**src/rtl/cordic_pkg.sv**
```systemverilog
// Shared constants and scheduler state encoding for the
// CORDIC rotation front-end.
package cordic_pkg;

  localparam int ANGLE_WIDTH = 22;
  localparam int ITERATIONS  = 16;

  localparam logic signed [ANGLE_WIDTH-1:0] ANG_P90 = 22'sd1647099;
  localparam logic signed [ANGLE_WIDTH-1:0] ANG_M90 = -22'sd1647099;

  typedef enum logic [1:0] {
    IDLE,
    ISSUE,
    BUSY,
    RESP
  } sched_state_t;

endpackage

```
**src/rtl/cordic_rotate_sched_rr_arbiter.sv**
```systemverilog
// Combinational round-robin pick: first set request found
// searching cyclically upward from the pointer.
module rr_arbiter #(
  parameter  int N  = 4,
  localparam int IW = $clog2(N)
) (
  input  logic [N-1:0]  req,
  input  logic [IW-1:0] ptr,
  output logic [N-1:0]  gnt,
  output logic [IW-1:0] idx
);

  // Walk from farthest to nearest so the nearest hit wins.
  always_comb begin
    gnt = '0;
    idx = '0;
    for (int i = N - 1; i >= 0; i--) begin
      int k;
      logic [IW-1:0] kk;
      k = int'(ptr) + i;
      if (k >= N) k = k - N;
      kk = IW'(k);
      if (req[kk]) begin
        gnt     = '0;
        gnt[kk] = 1'b1;
        idx     = kk;
      end
    end
  end

endmodule

```
**src/rtl/cordic_rotate_sched.sv**
```systemverilog
// Round-robin scheduler sharing one CORDIC rotate engine.
// Optional BUSY watchdog: define CORDIC_SCHED_TIMEOUT_EN.
module cordic_rotate_sched
  import cordic_pkg::*;
#(
  parameter  int N_REQ          = 4,
  parameter  int DATA_WIDTH     = 7,
  parameter  int ANGLE_WIDTH    = cordic_pkg::ANGLE_WIDTH,
  parameter  int TIMEOUT_CYCLES = 32,
  localparam int IW             = $clog2(N_REQ)
) (
  input  logic                         i_clk,
  input  logic                         i_rst_n,
  input  logic [N_REQ-1:0]             i_req,
  input  logic [N_REQ*DATA_WIDTH-1:0]  i_x,
  input  logic [N_REQ*DATA_WIDTH-1:0]  i_y,
  input  logic [N_REQ*ANGLE_WIDTH-1:0] i_angle,
  output logic [N_REQ-1:0]             o_gnt,
  output logic                         o_res_valid,
  output logic [IW-1:0]                o_res_id,
  output logic [DATA_WIDTH-1:0]        o_res_x,
  output logic [DATA_WIDTH-1:0]        o_res_y,
  output logic                         o_res_err,
  output logic                         o_busy,
  output logic                         o_eng_start,
  output logic [DATA_WIDTH-1:0]        o_eng_x,
  output logic [DATA_WIDTH-1:0]        o_eng_y,
  output logic [ANGLE_WIDTH-1:0]       o_eng_angle,
  input  logic                         i_eng_done,
  input  logic [DATA_WIDTH-1:0]        i_eng_x,
  input  logic [DATA_WIDTH-1:0]        i_eng_y
);

  sched_state_t state_q, state_d;

  logic [IW-1:0]          ptr_q, id_q, res_id_q, pick_idx;
  logic [N_REQ-1:0]       pick_gnt, gnt_q;
  logic [DATA_WIDTH-1:0]  x_q, y_q, res_x_q, res_y_q;
  logic [ANGLE_WIDTH-1:0] ang_q;
  logic                   start_q, vld_q;
  logic                   any_req, tmo, finish;

  assign any_req = |i_req;

  rr_arbiter #(
    .N (N_REQ)
  ) u_arb (
    .req (i_req),
    .ptr (ptr_q),
    .gnt (pick_gnt),
    .idx (pick_idx)
  );

`ifdef CORDIC_SCHED_TIMEOUT_EN
  localparam int CW = $clog2(TIMEOUT_CYCLES + 1);

  logic [CW-1:0] cnt_q;
  logic          err_q;

  always_ff @(posedge i_clk) begin
    if (!i_rst_n) begin
      cnt_q <= '0;
    end else if (state_q != BUSY) begin
      cnt_q <= '0;
    end else begin
      cnt_q <= cnt_q + 1'b1;
    end
  end

  // A done arriving on the final watchdog cycle still wins.
  assign tmo = (state_q == BUSY) && !i_eng_done
            && (cnt_q == CW'(TIMEOUT_CYCLES - 1));

  always_ff @(posedge i_clk) begin
    if (!i_rst_n) begin
      err_q <= 1'b0;
    end else if (finish) begin
      err_q <= tmo;
    end
  end

  assign o_res_err = err_q;
`else
  localparam int unused_tmo = TIMEOUT_CYCLES;

  assign tmo       = 1'b0;
  assign o_res_err = 1'b0;
`endif

  assign finish = (state_q == BUSY) && (i_eng_done || tmo);

  always_comb begin
    state_d = state_q;
    unique case (state_q)
      IDLE:    if (any_req) state_d = ISSUE;
      ISSUE:   state_d = BUSY;
      BUSY:    if (i_eng_done || tmo) state_d = RESP;
      RESP:    state_d = IDLE;
      default: state_d = IDLE;
    endcase
  end

  always_ff @(posedge i_clk) begin
    if (!i_rst_n) begin
      state_q  <= IDLE;
      ptr_q    <= '0;
      id_q     <= '0;
      res_id_q <= '0;
      x_q      <= '0;
      y_q      <= '0;
      ang_q    <= '0;
      res_x_q  <= '0;
      res_y_q  <= '0;
      gnt_q    <= '0;
      start_q  <= 1'b0;
      vld_q    <= 1'b0;
    end else begin
      state_q <= state_d;
      gnt_q   <= '0;
      start_q <= 1'b0;
      vld_q   <= 1'b0;
      if (state_q == IDLE && any_req) begin
        id_q    <= pick_idx;
        x_q     <= i_x[pick_idx*DATA_WIDTH +: DATA_WIDTH];
        y_q     <= i_y[pick_idx*DATA_WIDTH +: DATA_WIDTH];
        ang_q   <= i_angle[pick_idx*ANGLE_WIDTH +: ANGLE_WIDTH];
        gnt_q   <= pick_gnt;
        start_q <= 1'b1;
      end
      if (finish) begin
        vld_q    <= 1'b1;
        res_id_q <= id_q;
        res_x_q  <= tmo ? '0 : i_eng_x;
        res_y_q  <= tmo ? '0 : i_eng_y;
      end
      if (state_q == RESP) begin
        ptr_q <= (id_q == IW'(N_REQ - 1)) ? '0 : id_q + 1'b1;
      end
    end
  end

  assign o_gnt       = gnt_q;
  assign o_eng_start = start_q;
  assign o_res_valid = vld_q;
  assign o_res_id    = res_id_q;
  assign o_res_x     = res_x_q;
  assign o_res_y     = res_y_q;
  assign o_busy      = (state_q != IDLE);
  assign o_eng_x     = x_q;
  assign o_eng_y     = y_q;
  assign o_eng_angle = ang_q;

endmodule
```
**config.mk**
```make
export PLATFORM = sky130hd
export DESIGN_NAME = cordic_rotate_sched
export DESIGN_NICKNAME = d
export VERILOG_FILES = /design/src/rtl/cordic_pkg.sv /design/src/rtl/cordic_rotate_sched_rr_arbiter.sv /design/src/rtl/cordic_rotate_sched.sv
export SDC_FILE = /design/constraint.sdc
export NUM_CORES = 1
export LEC_CHECK = 0
export ABC_AREA = 1
export CORE_ASPECT_RATIO = 2
export CORE_UTILIZATION = 41
export DETAILED_ROUTE_END_ITERATION = 6
export PLACE_DENSITY = 0.82
export SETUP_SLACK_MARGIN = 0.15
export SYNTH_ARGS = -nofsm -noshare
export SYNTH_HDL_FRONTEND = slang
export SYNTH_SLANG_ARGS = --single-unit
```
**constraint.sdc**
```tcl
create_clock -name i_clk -period 2.8 [get_ports i_clk]
set_clock_uncertainty 0.05 [all_clocks]
set_input_delay 0.56 -clock i_clk [delete_from_list [all_inputs] [get_ports i_clk]]
set_output_delay 0.56 -clock i_clk [all_outputs]
set_load 0.005 [all_outputs]
```
After elaboration in Yosys (flattened, before gate mapping)
Index checks and enable logic that the tools add are counted.
Widths: inputs -> output; s select.
{ "classes": {"reduce_logical": 11, "magnitude_cmp": 12, "n_mux": 34, "shifts": 3, "add_sub_neg": 8, "eq_ne": 6, "multipliers": 2} }
{ "op_table": {"columns": ["cell", "n"], "rows": [
  ["$shiftx 88x8->22", 1],
  ["$shiftx 28x6->7", 2],
  ["$mux 2", 11],
  ["$mux 4", 4],
  ["$lt 2x3->1 const B", 4],
  ["$mux 1", 10],
  ["$ge 3x3->1 const B", 3],
  ["$bmux 1 s2", 4],
  ["$demux 1 s2", 4],
  ["$ge 2x1->1 const B", 4],
  ["$pmux 2 s4", 1],
  ["$sub 2x1->2 const B", 4],
  ["$add 2x2->3 const B", 2],
  ["$eq 2x2->1 const B", 3],
  ["$logic_and 1x1->1", 6],
  ["$mul 2x4->6 const B", 1],
  ["$mul 2x3->5 const B", 1],
  ["$ne 2x2->1 const B", 2],
  ["$reduce_and 2->1", 2],
  ["$reduce_or 4->1", 1],
  ["$add 2x1->3 const B", 1],
  ["$ge 2x3->1 const B", 1],
  ["$add 2x1->2 const B", 1],
  ["$eq 2x1->1 const B", 1],
  ["other kinds (2)", 2]
]} }
{ "totals": {"input_bits": 165, "regBits": 64} }

Depth between registers and ports, before layout
{ "logic_depth": {"depth_word": 11, "mapped_depth": 16} }

By module
From an unflattened synthesis, not the netlist that was laid out.
{ "unflattened": {"cells_unflattened": 857, "hier_area_um2": 4722.0} }
{ "modules_own_cells": {"columns": ["mod", "seq_area_each_um2", "area_per_inst_um2", "n_inst", "cells_per_inst"], "rows": [
  ["cordic_rotate_sched", 1281.2, 4239.1, 1, 774],
  ["rr_arbiter", 0.0, 483.0, 1, 83]
]} }

Worst setup path before layout
OpenSTA, ideal clock, no wires.
{ "synth_timing": {"path_kind": "reg2reg", "startpoint": "register ptr_q[0]", "endpoint": "register ang_q[13], in the netlist o_eng_angle[13]", "slack_ns": 0.501, "setup_ns": 0.117, "period_less_slack_ns": 2.299, "stages_incl_launch_ff": 15, "t_arrival_ns": 2.132, "cell_sequence": "dfxtp_1 buf_6 inv_4 ha_1 nand3b_2 nand2_2 inv_4 nand2_2 nand2_1 nand2_4 nand2_4 buf_4 or2_0 o211ai_1 nand2_1"} }
{ "synth_via": {"elab_chain_cells": 11} }
{ "synth_lines": {"columns": ["element", "line_no", "text"], "rows": [
  ["from (decl)", "cordic_rotate_sched.sv:36", "logic [IW-1:0] ptr_q, id_q, res_id_q, pick_idx;"],
  ["from (signal assigned)", "cordic_rotate_sched.sv:137", "ptr_q <= (id_q == IW'(N_REQ - 1)) ? '0 : id_q + 1'b1;"],
  ["$add 2x2->3", "cordic_rotate_sched_rr_arbiter.sv:20", "k = int'(ptr) + i;"],
  ["$ge 3x3->1 or $sub 2x1->2 (tied branches)", "cordic_rotate_sched_rr_arbiter.sv:21", "if (k >= N) k = k - N;"],
  ["$mux 2", "cordic_rotate_sched_rr_arbiter.sv:21", null],
  ["$bmux 1 s2", "cordic_rotate_sched_rr_arbiter.sv:23", "if (req[kk]) begin"],
  ["$mux 1 (implied by the code)", "cordic_rotate_sched_rr_arbiter.sv:23", null],
  ["$mux 2 (3 in series)", "cordic_rotate_sched_rr_arbiter.sv:23", null],
  ["$mux 2 *", "cordic_rotate_sched_rr_arbiter.sv:23", null],
  ["$mul 2x4->6 *", "cordic_rotate_sched.sv:126", "ang_q <= i_angle[pick_idx*ANGLE_WIDTH +: ANGLE_WIDTH];"],
  ["$shiftx 88x8->22 *", "cordic_rotate_sched.sv:126", null],
  ["to (signal assigned)", "cordic_rotate_sched.sv:126", null],
  ["to (decl)", "cordic_rotate_sched.sv:39", "logic [ANGLE_WIDTH-1:0] ang_q;"]
]} }
Every way passes the cells marked *; elsewhere a longest branch is shown, timed or not. The select of a mux whose other input is x is not followed.
A chain may end at the register's enable or synchronous reset.

Worst setup path after layout
{ "layout_timing": {"startpoint": "register ptr_q[0]", "endpoint": "register x_q[6], in the netlist o_eng_x[6]"} }
{ "layout_via": {"elab_chain_cells": 11} }
{ "layout_lines": {"columns": ["element", "line_no", "text"], "rows": [
  ["$add 2x2->3", "cordic_rotate_sched_rr_arbiter.sv:20", null],
  ["$ge 3x3->1 or $sub 2x1->2 (tied branches)", "cordic_rotate_sched_rr_arbiter.sv:21", null],
  ["$mux 2", "cordic_rotate_sched_rr_arbiter.sv:21", null],
  ["$bmux 1 s2", "cordic_rotate_sched_rr_arbiter.sv:23", null],
  ["$mux 1 (implied by the code)", "cordic_rotate_sched_rr_arbiter.sv:23", null],
  ["$mux 2 (3 in series)", "cordic_rotate_sched_rr_arbiter.sv:23", null],
  ["$mux 2 *", "cordic_rotate_sched_rr_arbiter.sv:23", null],
  ["$mul 2x3->5 *", "cordic_rotate_sched.sv:124", "x_q <= i_x[pick_idx*DATA_WIDTH +: DATA_WIDTH];"],
  ["$shiftx 28x6->7 *", "cordic_rotate_sched.sv:124", null],
  ["to (signal assigned)", "cordic_rotate_sched.sv:124", null],
  ["to (decl)", "cordic_rotate_sched.sv:38", "logic [DATA_WIDTH-1:0] x_q, y_q, res_x_q, res_y_q;"]
]} }
Marks and branches as above.

==> results.md <==
- Most used cell, CP: nand3_1
- Overflow left after global routing: 0
- Fmax: around 410 MHz
- Clock tree root driver cell: clkbuf_16
- Share of layout cells above drive strength 1: 7.22%
- Avg Cell Area, Syn: 6.37 um2
- Comb pwr share: 55.9%
- Slew margin rel.: between 50% and 60%
- Final max-slew violation count: 0
- IO Pins: around 230
- Maximum fanout along the worst path: 35
- Initial antenna violation count: 1
- Die width: between 70 and 80 um
- Fin Setup TNS: 0 ps
- Crit path time final: 2440 ps
- Core Box Area: 10500 um2
- Vias/cell: 4.96
- Complex-gate fraction of the synthesized area: 7.78%
- Setup WS post-layout: 362 ps
- Hold Buf Count CTS: 0
- Htree depth: 3
- Max-cap check violation count: 0
- First drt pass iteration count: 6
- Sw power: 2490 uW
- Pwr Density: 854 nW/um2
- Cell Area, Synth: 4440 um2
- Worst hold path depth: 2
- Total Wirelength: 15.0 mm
- Pleak: 0.00342 uW
- Worst slack, placed: between 100 and 150 ps
- Initial drt markers: between 150 and 200
- Reg-to-Reg End: o_eng_x[6]
- Hold Path End: o_res_y[5]
- Die Ht: 149 um
- # rows: 53
- Reg power frac: 22.2%
- Status: finished, final reports clean
- Postcts setup bufs: 0
- Starting density of the core: 42.1%
- FILL cells: 910
- Multi-input gate area: 2510 um2
- Synth Flop Type: dfxtp_1
- Hold Path Class: reg -> reg
- Inserted Clock Buffers: 9
- Die Footprint: 11300 um2
- Clock Pin Slew Worst Setup and Hold Paths: 60 ps
- Post-synthesis mux area share: 0%
- Max incr delay on CP: 370 ps
- Post-Synth Adder-Cell Area: ~3.7%
- Sw frac: approximately 41%
- Nature of the critical path endpoint: register
- Peak VDD IR: 0.648 mV
- Detailed-route via count: 5217
- Slowest CP cell: dfxtp_1
- Post-cts resize count: 0
- TritonCTS clock tree: yes
- Post-synth EDFFs: 0
- Critical path class: reg -> reg
- Clock share of power: 21.9%
- Clock buffer depth: 2
- First-pass GRT wire length: 22.0 mm
- Seq cells post-synth: 64
- Worst slew pin tran: 696 ps
- Mapped Cells: 696
- Req. time, crit path: just under 3000 ps
- Via count of the first global-routing pass: 4668
- Final setup violation count: 0
- Final worst-path cycle share: 87.1%
- Post-synthesis simple-gate area fraction: 44.8%
- Port Buffers: 223
- Largest net degree at the start of global routing: 53
- Fin Hold WS: 430 ps
- Ys async rst share: 0%
- Reg2reg start: ptr_q[0]
- Yosys warns: 0
- DP Wirelength: 11.3 mm
- Pwr Total: just over 6000 uW
- CTS sink count: 64
- Synth Area in XOR/XNOR: 0%
- Internal: between 3000 and 4000 uW
- # DRC: 0
- RSZ-0062 raised after global routing: false
- Synthesized Nets: between 800 and 900
- All-layer global routing usage: 26.2%
- Final Hold Viols: 0
- Sequential fraction of the synthesis area: 28.9%
- FF-to-FF setup slack: 360 ps
- Finished Core Util: around two thirds
- Skew-Pair Late Insertion Delay: 330 ps
- Crit path launch type: register
- Worst Path Arrival: approximately 2600 ps
- Worst-path cell chain: inv_4, ha_1, nand3b_2, nand2_2, inv_4, nand2_2, nand2_1, nand2_4, buf_4, nand3_1, nand3_1, nand3_1, nand2_1, inv_1
- Largest family of logic cells by synthesized area: simple AND/OR/NAND/NOR gates
- HP Start: o_res_y[5]
- FF/Latch Area: between 1000 and 1500 um2
- Post-DR wirelength/cell: 14.2 um
- GPL Wtd Cong: 0.870
- ANT nets after route: 0
- Synth unique cells: 33
- Reg2Reg Depth: 14
- Nets: 1087
- Layout area overhead: 60.6%
[cell usage in the layout (no fill, tap or decap), types with 3 or more instances in the layout]
master,Yosys,layout
nand2_4,3,3
dfxtp_1,64,64
a21oi_1,3,3
nand4_1,4,4
nor2_1,75,74
clkdlybuf4s50_1,0,223
bufinv_16,0,3
inv_1,106,106
clkbuf_16,0,9
inv_2,5,5
nand2_1,170,170
ha_1,13,13
o21ai_0,24,24
buf_4,9,15
nand3_2,9,9
a41oi_1,4,4
nand2_2,5,5
o211ai_1,19,19
nand3_1,87,87
or2_0,16,16
nand3b_1,36,36
inv_6,0,3
[cell type report]
class / count / area share [%]
multi-input cells: 481 / 35.2
repair buffers: 240 / 33.5
flip-flops and latches: 64 / 18.0
inverters: 113 / 6.02
clock buffers: 9 / 3.16
well taps: 137 / 2.41
clock inverters: 7 / 1.76
diodes: 1 / 0.0351
[worst max-delay path, delay by kind of cell (launching register included)]
kind	cells	cell delay (ps)
fa+ha+maj	1	360
buf+inv	4	540
flops	1	370
simple gates	9	990
[metal layers]
metal | wire [um] | up-vias | track usage, % | part of all wire, %
met1 | 5450 | 2355 | 25.8 | 36
met4 | 820 | 0 | 17.2 | 5.5
met5 | 0 | - | 0 | 0
li1 | - | 2609 | - | -
met3 | 807 | 49 | 5.07 | 5.4
met2 | 7920 | 204 | 47.2 | 53
[logic make-up after synthesis]
kind of cell | after synthesis
AO/OA/AOI/OAI | 54
AND/OR/NAND/NOR | 413
other | 1
buffers and inverters | 151
flip-flops | 64
adder cells (fa/ha/maj) | 13
[state kept, by name (all words and copies together) (netlist names)]
signal / flops
ptr_q: 2
o_res_x: 7
o_eng_angle: 22
o_eng_y: 7
o_res_y: 7
o_res_id: 2
o_eng_start: 1
o_res_valid: 1
o_gnt: 4
state_q: 2
o_eng_x: 7
id_q: 2
[worst max path at each step]
| stage | startpoint | end | slack [ps] | cells after the start |
|---|---|---|---|---|
| 2_1_floorplan | ptr_q[0] | o_eng_angle[13] | 500 | 14 |
| 3_3_place_gp | i_req[1] | o_eng_x[2] | 150 | 14 |
| 3_5_place_dp | i_req[0] | o_eng_x[6] | 140 | 15 |
| 4_1_cts | ptr_q[0] | o_eng_y[1] | 360 | 14 |
| 5_1_grt | ptr_q[0] | o_eng_x[6] | 160 | 14 |
| 6_report | ptr_q[0] | o_eng_x[6] | 360 | 14 |
[power by group through the flow]
stage / Clock (uW) / Combinational (uW) / Sequential, uW
floorplan: 0 / 2100 / 1380
global placement: 0 / 3350 / 1360
detailed placement: 0 / 3400 / 1370
CTS: 1340 / 3420 / 1350
global route: 1390 / 3760 / 1380
finish: 1330 / 3400 / 1350
[synth_stat cells (2+ instances only)]
library cell | count | area, um2
nand4_1 | 4 | 25.0
ha_1 | 13 | 163
buf_4 | 9 | 67.6
nand2_1 | 170 | 638
or2_2 | 2 | 12.5
nor2_8 | 2 | 40.0
dfxtp_1 | 64 | 1280
nand2_4 | 3 | 33.8
clkbuf_1 | 12 | 45.0
nand2_2 | 5 | 31.3
nand3_2 | 9 | 90.1
buf_6 | 3 | 33.8
nor2_2 | 2 | 12.5
inv_4 | 2 | 12.5
a41oi_1 | 4 | 35.0
nand3_1 | 87 | 435
or2_0 | 16 | 100
o211ai_1 | 19 | 143
inv_1 | 106 | 398
nor2_1 | 75 | 282
a21oi_1 | 3 | 15.0
inv_2 | 5 | 18.8
o21ai_0 | 24 | 120
nand3b_1 | 36 | 270
buf_2 | 13 | 65.1
[per-stage QoR]
step,cells,area (um2)
after detailed placement,1035,6770
after floorplan,696,4440
final,1052,7130
after global placement,1035,6770
after global routing,1052,7130
after CTS,1051,7120
(Power assumes the default switching activity.)
